<file path="src/rtl/dpram_req_arbiter.sv">
// Round-robin arbiter and sequencer that shares one dual-port RAM between NUM_REQ
// requesters. Each requester issues a paired command that writes both RAM ports or
// reads both RAM ports. The arbiter is the only master of the RAM command inputs. It
// follows the RAM ready handshake and returns write acks and read data tagged with
// the requester index.
//
// Ports:
//   clk, rstn              clock (rising edge) and asynchronous active-low reset
//   req/req_wr             per-requester request and type (1 = write, 0 = read)
//   req_addr_*/req_wdata_* flat payload buses; requester i occupies slice i
//   gnt                    one-hot, one-cycle grant pulse; the payload is latched
//   rsp_*                  completion pulse with id, type and read data
//   err_timeout/err_clr    sticky RAM-ready timeout flag and its clear input
//   ram_*                  RAM command, data and ready interface
module dpram_req_arbiter #(
  parameter int unsigned NUM_REQ     = 4,
  parameter int unsigned ADDR_WIDTH  = 8,
  parameter int unsigned DATA_WIDTH  = 16,
  parameter int unsigned TIMEOUT_CYC = 16,
  localparam int unsigned IDW        = $clog2(NUM_REQ)
) (
  input  logic                             clk,
  input  logic                             rstn,
  input  logic [NUM_REQ-1:0]               req,
  input  logic [NUM_REQ-1:0]               req_wr,
  input  logic [NUM_REQ*ADDR_WIDTH-1:0]    req_addr_a,
  input  logic [NUM_REQ*ADDR_WIDTH-1:0]    req_addr_b,
  input  logic [NUM_REQ*DATA_WIDTH-1:0]    req_wdata_a,
  input  logic [NUM_REQ*DATA_WIDTH-1:0]    req_wdata_b,
  output logic [NUM_REQ-1:0]               gnt,
  output logic                             rsp_valid,
  output logic [IDW-1:0]                   rsp_id,
  output logic                             rsp_wr,
  output logic [DATA_WIDTH-1:0]            rsp_rdata_a,
  output logic [DATA_WIDTH-1:0]            rsp_rdata_b,
  output logic                             err_timeout,
  input  logic                             err_clr,
  output logic                             ram_sel,
  output logic                             ram_wr,
  output logic [ADDR_WIDTH-1:0]            ram_addr_a,
  output logic [ADDR_WIDTH-1:0]            ram_addr_b,
  output logic [DATA_WIDTH-1:0]            ram_wdata_a,
  output logic [DATA_WIDTH-1:0]            ram_wdata_b,
  input  logic [DATA_WIDTH-1:0]            ram_rdata_a,
  input  logic [DATA_WIDTH-1:0]            ram_rdata_b,
  input  logic                             ram_ready
);

  localparam int unsigned CNTW = $clog2(TIMEOUT_CYC + 1);
  localparam logic [CNTW-1:0] CntLast = CNTW'(TIMEOUT_CYC - 1);

  typedef enum logic [1:0] {StIdle, StIssue, StRdData, StRecover} state_e;

  state_e                 state_q, state_d;
  logic [IDW-1:0]         ptr_q, ptr_d;
  logic [CNTW-1:0]        cnt_q, cnt_d;
  logic [IDW-1:0]         cmd_id_q, cmd_id_d;
  logic                   cmd_wr_q, cmd_wr_d;
  logic [ADDR_WIDTH-1:0]  cmd_addr_a_q, cmd_addr_a_d, cmd_addr_b_q, cmd_addr_b_d;
  logic [DATA_WIDTH-1:0]  cmd_wdata_a_q, cmd_wdata_a_d, cmd_wdata_b_q, cmd_wdata_b_d;
  logic [DATA_WIDTH-1:0]  rd_a_q, rd_a_d, rd_b_q, rd_b_d;
  logic [NUM_REQ-1:0]     gnt_q, gnt_d;
  logic                   rsp_valid_q, rsp_valid_d;
  logic [IDW-1:0]         rsp_id_q, rsp_id_d;
  logic                   rsp_wr_q, rsp_wr_d;
  logic [DATA_WIDTH-1:0]  rsp_rdata_a_q, rsp_rdata_a_d, rsp_rdata_b_q, rsp_rdata_b_d;
  logic                   err_q, err_d;

  logic                   win_found;
  logic [IDW-1:0]         win_id;
  logic [IDW:0]           rr_cand;
  logic                   done, abort;

  // Round-robin pick: first set request starting one past the last winner.
  // One extra bit holds ptr + offset before the wrap-around subtraction.
  always_comb begin
    win_found = 1'b0;
    win_id    = '0;
    rr_cand   = '0;
    for (int unsigned i = 0; i < NUM_REQ; i++) begin
      rr_cand = {1'b0, ptr_q} + (IDW+1)'(i + 1);
      if (rr_cand >= (IDW+1)'(NUM_REQ)) begin
        rr_cand = rr_cand - (IDW+1)'(NUM_REQ);
      end
      if (!win_found && req[rr_cand[IDW-1:0]]) begin
        win_found = 1'b1;
        win_id    = rr_cand[IDW-1:0];
      end
    end
  end

  always_comb begin
    state_d       = state_q;
    ptr_d         = ptr_q;
    cnt_d         = cnt_q;
    cmd_id_d      = cmd_id_q;
    cmd_wr_d      = cmd_wr_q;
    cmd_addr_a_d  = cmd_addr_a_q;
    cmd_addr_b_d  = cmd_addr_b_q;
    cmd_wdata_a_d = cmd_wdata_a_q;
    cmd_wdata_b_d = cmd_wdata_b_q;
    rd_a_d        = rd_a_q;
    rd_b_d        = rd_b_q;
    gnt_d         = '0;
    rsp_valid_d   = 1'b0;
    rsp_id_d      = '0;
    rsp_wr_d      = 1'b0;
    rsp_rdata_a_d = '0;
    rsp_rdata_b_d = '0;
    done          = 1'b0;
    abort         = 1'b0;

    unique case (state_q)
      StIdle: begin
        if (win_found) begin
          cmd_id_d      = win_id;
          cmd_wr_d      = req_wr[win_id];
          cmd_addr_a_d  = req_addr_a[win_id*ADDR_WIDTH +: ADDR_WIDTH];
          cmd_addr_b_d  = req_addr_b[win_id*ADDR_WIDTH +: ADDR_WIDTH];
          cmd_wdata_a_d = req_wdata_a[win_id*DATA_WIDTH +: DATA_WIDTH];
          cmd_wdata_b_d = req_wdata_b[win_id*DATA_WIDTH +: DATA_WIDTH];
          ptr_d         = win_id;
          gnt_d[win_id] = 1'b1;
          state_d       = StIssue;
        end
      end
      StIssue: begin
        if (ram_ready) begin
          // The RAM acts on the command at this edge.
          if (cmd_wr_q) begin
            done    = 1'b1;
            state_d = StIdle;
          end else begin
            state_d = StRdData;
          end
        end else if (cnt_q == CntLast) begin
          abort = 1'b1;
        end else begin
          cnt_d = cnt_q + 1'b1;
        end
      end
      StRdData: begin
        // Read data is valid for this single cycle; sel stays high to re-arm the RAM.
        rd_a_d  = ram_rdata_a;
        rd_b_d  = ram_rdata_b;
        state_d = StRecover;
      end
      StRecover: begin
        if (ram_ready) begin
          done    = 1'b1;
          state_d = StIdle;
        end else if (cnt_q == CntLast) begin
          abort = 1'b1;
        end else begin
          cnt_d = cnt_q + 1'b1;
        end
      end
      default: state_d = StIdle;
    endcase

    if (abort) begin
      state_d = StIdle;
    end
    if (state_d != state_q) begin
      cnt_d = '0;
    end

    // An aborted transaction still completes so the requester is never orphaned.
    if (done || abort) begin
      rsp_valid_d = 1'b1;
      rsp_id_d    = cmd_id_q;
      rsp_wr_d    = cmd_wr_q;
      if (done && !cmd_wr_q) begin
        rsp_rdata_a_d = rd_a_q;
        rsp_rdata_b_d = rd_b_q;
      end
    end

    // Setting on abort takes priority over a same-cycle clear.
    err_d = err_q;
    if (err_clr) begin
      err_d = 1'b0;
    end
    if (abort) begin
      err_d = 1'b1;
    end
  end

  always_ff @(posedge clk or negedge rstn) begin
    if (!rstn) begin
      state_q       <= StIdle;
      ptr_q         <= IDW'(NUM_REQ - 1);
      cnt_q         <= '0;
      cmd_id_q      <= '0;
      cmd_wr_q      <= 1'b0;
      cmd_addr_a_q  <= '0;
      cmd_addr_b_q  <= '0;
      cmd_wdata_a_q <= '0;
      cmd_wdata_b_q <= '0;
      rd_a_q        <= '0;
      rd_b_q        <= '0;
      gnt_q         <= '0;
      rsp_valid_q   <= 1'b0;
      rsp_id_q      <= '0;
      rsp_wr_q      <= 1'b0;
      rsp_rdata_a_q <= '0;
      rsp_rdata_b_q <= '0;
      err_q         <= 1'b0;
    end else begin
      state_q       <= state_d;
      ptr_q         <= ptr_d;
      cnt_q         <= cnt_d;
      cmd_id_q      <= cmd_id_d;
      cmd_wr_q      <= cmd_wr_d;
      cmd_addr_a_q  <= cmd_addr_a_d;
      cmd_addr_b_q  <= cmd_addr_b_d;
      cmd_wdata_a_q <= cmd_wdata_a_d;
      cmd_wdata_b_q <= cmd_wdata_b_d;
      rd_a_q        <= rd_a_d;
      rd_b_q        <= rd_b_d;
      gnt_q         <= gnt_d;
      rsp_valid_q   <= rsp_valid_d;
      rsp_id_q      <= rsp_id_d;
      rsp_wr_q      <= rsp_wr_d;
      rsp_rdata_a_q <= rsp_rdata_a_d;
      rsp_rdata_b_q <= rsp_rdata_b_d;
      err_q         <= err_d;
    end
  end

  // In RECOVER, sel is held only until the RAM reports ready again.
  always_comb begin
    ram_sel = 1'b0;
    unique case (state_q)
      StIssue:   ram_sel = 1'b1;
      StRdData:  ram_sel = 1'b1;
      StRecover: ram_sel = ~ram_ready;
      default:   ram_sel = 1'b0;
    endcase
  end

  assign ram_wr      = (state_q == StIssue) && cmd_wr_q;
  assign ram_addr_a  = cmd_addr_a_q;
  assign ram_addr_b  = cmd_addr_b_q;
  assign ram_wdata_a = cmd_wdata_a_q;
  assign ram_wdata_b = cmd_wdata_b_q;

  assign gnt         = gnt_q;
  assign rsp_valid   = rsp_valid_q;
  assign rsp_id      = rsp_id_q;
  assign rsp_wr      = rsp_wr_q;
  assign rsp_rdata_a = rsp_rdata_a_q;
  assign rsp_rdata_b = rsp_rdata_b_q;
  assign err_timeout = err_q;

endmodule

</file>
<file path="config.mk">
export PLATFORM = sky130hd
export DESIGN_NAME = dpram_req_arbiter
export DESIGN_NICKNAME = d
export VERILOG_FILES = /design/src/rtl/dpram_req_arbiter.sv
export SDC_FILE = /design/constraint.sdc
export NUM_CORES = 1
export LEC_CHECK = 0
export ABC_CLOCK_PERIOD_IN_PS = 2500
export CAP_MARGIN = 0
export CORE_ASPECT_RATIO = 0.8
export CORE_MARGIN = 1.5
export CORE_UTILIZATION = 40
export CTS_CLUSTER_DIAMETER = 80
export DETAILED_ROUTE_END_ITERATION = 7
export PLACE_DENSITY_LB_ADDON = 0.12
export SETUP_SLACK_MARGIN = 0.5
export SYNTH_ARGS = -nofsm -noshare
export SYNTH_HDL_FRONTEND = slang
export SYNTH_SLANG_ARGS = --single-unit
</file>
<file path="constraint.sdc">
create_clock -name clk -period 2.5 [get_ports clk]
set_clock_uncertainty 0.05 [all_clocks]
set_input_delay 0.625 -clock clk [delete_from_list [all_inputs] [get_ports clk]]
set_output_delay 0.625 -clock clk [all_outputs]
set_load 0.1 [all_outputs]
</file>
==> results by group <==
Clocking
  • # H-tree levels: 4
  • Clk slew on worst S/H paths: approximately 0.060 ns
  • Clk sinks: 133
  • Worst skew pair latency: slightly above 0.4 ns
  • Num CTS Buffers: 17
  • Hold buffer count at cts: 0
  • Clock tree buffer depth: 2
  • Clock root buffer master: clkbuf_16
  • TritonCTS clock tree: built

Worst setup path
  • Setup slack, reg-to-reg: 0.41 ns
  • Crit path launch type: flop
  • CP Class: reg -> out
  • Crit-path most repeated cell: nor2_4
  • Worst path max stage delay: roughly 0.43 ns
  • CP Data Required Time: ~1.8 ns
  • Crit-path slowest cell: dfrtp_1
  • FF-to-FF Start: ptr_q[0]
  • Worst Path Max Fanout: 4
  • R2R depth: 9
  • CP Capture Type: primary output
  • Crit. Startpoint: state_q[1]
  • FF-to-FF End: ram_wdata_a[6]
  • Crit path capture: ram_sel
  • Data arrival time of the worst path: roughly 1.6 ns
  • Worst-path cell chain: inv_2 > ha_4 > nor2_4 > nor2_4 > buf_12

Min path
  • Worst hold path class: in -> async

Pwr
  • Comb power frac: 60.5%
  • P_leak: a little over 5 nW
  • Sw Share: 48.2%
  • Max VDD drop: ~900 uV
  • Power Total: ~15 mW
  • Pwr per Cell Area: between 1000 and 1500 mW/mm^2
  • Register share of total power: a little under a quarter
  • P_sw: between 7 and 8 mW
  • Internal Power: slightly below 8 mW
  • Clock share of power: approximately 17%

Timing
  • Post-route worst setup slack: between 0.2 and 0.25 ns
  • Worst-Margin Slew: 0.465 ns
  • Final Hold Vio Count: 0
  • Crit path time final: roughly 2.3 ns
  • Final Cycle Share: around nine tenths
  • RSZ-0062 raised after global routing: true
  • Rel. slew slack: 69.0%
  • Fmax: between 400 and 500 MHz
  • Setup TNS: 0 ns
  • Slew Limit Fails: 0
  • Worst hold slack: 0.0787 ns
  • Setup-failing EPs final: 0

Layout
  • Final net count: 1141
  • Design Area, Final: 0.0112 sq mm
  • Layout cells sized above 1: between 30% and 40%
  • Core Util, Final: between 70% and 80%
  • # diodes: 0
  • Area grow syn2layout: 79.0%
  • Fill cell count: between 1000 and 1500
  • Cell Count, Final, Fillers Out: about 1100

Die
  • # IOs: 327
  • Die ar.: approximately 0.016 sq mm
  • Die height: roughly 110 um
  • Site row count: 40
  • Initial Util: ~41%
  • Die Span X: 143 um
  • Core ar.: roughly 0.015 sq mm

Routing
  • WL final: ~22000 um
  • Total number of vias: 5742
  • Vias per inst: between 5 and 6
  • Drt pass-1 iters: 4
  • Wirelength per Cell: roughly 20 um
  • Initial drt markers: about 330
  • Post-DRT Antenna Nets: 0
  • # DRC: 0

Logic synthesis
  • Post-synthesis cell area: 0.00624 sq mm
  • EDFF count, synth: 0
  • Count leader, synth: dfrtp_1
  • Post-synthesis register bit count: about 130
  • Ranking of synthesized cells by area: dfrtp_1, mux2i_1, o221ai_1, mux2_2, nand2_1
  • Register area share after synthesis: 53.4%
  • Post-synthesis cell count: ~520
  • Net Count, Synth: 760
  • Unique masters post-synth: 38
  • Yosys top cell area share: between 50% and 60%
  • Avg Cell Area, Syn: around 12 sq um
  • YS warnings: 0
  • Synth top cells by count: dfrtp_1, mux2i_1, nand2_1
  • Post-synth top flop: dfrtp_1
  • FFs w/ async S/R, synth: 100%
  • Post-synth top area cell: dfrtp_1

Run status
  • Status: complete, no violations

Flow run
  • Max-cap viol count: 0

Global route
  • GRT Total Usage: a little over a quarter
  • Largest net degree at the start of global routing: between 50 and 60
  • Congestion Overflow GR: 0
  • First-pass GRT wire length: roughly 32000 um
  • Initial antenna violation count: 0
  • Vias in the first global route: roughly 6000

Placement
  • Worst slack, placed: -0.202 ns
  • Placed Area: about 0.0098 sq mm
  • Placed cells: around 1100
  • PortBufs: 326
  • Hpwl dp: 15600 um
  • GPL Wtd Cong: a little under 0.9
[state kept, by name, summed over array words and instances, names as in the netlist]
signal / flops
ram_wdata_b: 16
gnt: 4
cmd_id_q: 2
ptr_q: 2
err_timeout: 1
ram_addr_b: 8
cnt_q: 5
rsp_rdata_b: 16
rd_a_q: 16
rd_b_q: 16
ram_wdata_a: 16
rsp_wr: 1
rsp_rdata_a: 16
rsp_valid: 1
ram_addr_a: 8
cmd_wr_q: 1
state_q: 2
rsp_id: 2
[layout by cell type (no fill, tap or decap), types with 3 or more instances in the layout]
cell / netlist / routed
inv_6: 0 / 6
mux2i_2: 0 / 7
clkinvlp_4: 0 / 3
mux2i_4: 0 / 8
o221ai_2: 0 / 5
buf_16: 0 / 4
nor2_2: 1 / 3
o221ai_1: 49 / 44
clkdlybuf4s50_1: 0 / 229
nand2_1: 59 / 58
a21oi_1: 6 / 5
buf_6: 2 / 10
nor2_1: 16 / 12
inv_2: 0 / 3
buf_12: 0 / 15
mux2_2: 32 / 32
mux2i_1: 99 / 84
dlygate4sd2_1: 0 / 5
buf_4: 6 / 125
inv_1: 8 / 5
buf_8: 2 / 7
nor3_1: 5 / 4
nor2b_1: 6 / 5
nand2b_4: 0 / 3
clkbuf_16: 0 / 19
and2_1: 34 / 33
dfrtp_1: 131 / 130
[how the worst min path moves through the flow]
stage	end	slack [ns]	cells after the start
floorplan	cmd_id_q[0]	0.28	0
global route	cnt_q[2]	0.1	1
detailed placement	rsp_rdata_a[3]	0.41	1
finish	cnt_q[2]	0.08	1
CTS	cnt_q[2]	0.09	1
global placement	rsp_rdata_a[11]	0.41	1
[layer usage]
| metal | wire length (um) | GRT usage (%) | up-vias |
|---|---|---|---|
| met5 | 0 | 0 | - |
| met4 | 525 | 8.87 | 0 |
| met3 | 1480 | 8.24 | 33 |
| met2 | 11600 | 46.1 | 213 |
| met1 | 8520 | 30.3 | 2848 |
| li1 | - | - | 2648 |
[cell type report]
cell class                      count  area (sq um)  area share (%)
Multi-Input combinational cell    342          2990            26.8
Clock inverter                     15           169            1.51
Clock buffer                       17           425            3.81
Timing Repair Buffer              397          3950            35.4
Inverter                            8          30.0           0.269
Sequential cell                   133          3330            29.9
Tap cell                          210           263            2.35
[cells by family after synthesis]
family | after synthesis | synth area share (%)
AND/OR/NAND/NOR | 130 | 9.95
multiplexers | 131 | 21.7
flip-flops | 133 | 53.4
buffers and inverters | 43 | 3.59
AO/OA/AOI/OAI | 71 | 9.61
XOR/XNOR | 4 | 0.562
adder cells (fa/ha/maj) | 6 | 1.20
[power groups by stage]
stage / registers, mW / clock network, mW / logic (mW)
2_1_floorplan: 6.50 / 0 / 2.61
3_3_place_gp: 3.39 / 0 / 7.89
3_5_place_dp: 3.43 / 0 / 8.04
4_1_cts: 3.40 / 2.56 / 8.59
5_1_grt: 3.50 / 2.66 / 9.47
6_report: 3.42 / 2.52 / 9.10
[critical path, delay by kind of cell, from the launching register on]
family / cells / cell delay, ns
adder cells (fa/ha/maj): 1 / 0.29
buffers and inverters: 2 / 0.29
flip-flops: 1 / 0.43
AND/OR/NAND/NOR: 2 / 0.16
[timing repair]
action	CTS	global route
gates cloned	4	2
pin swaps	8	34
buffers inserted	18	5
resized for setup	39	48
setup endpoints to repair	62	56
Power figures use the tool's default switching activity.
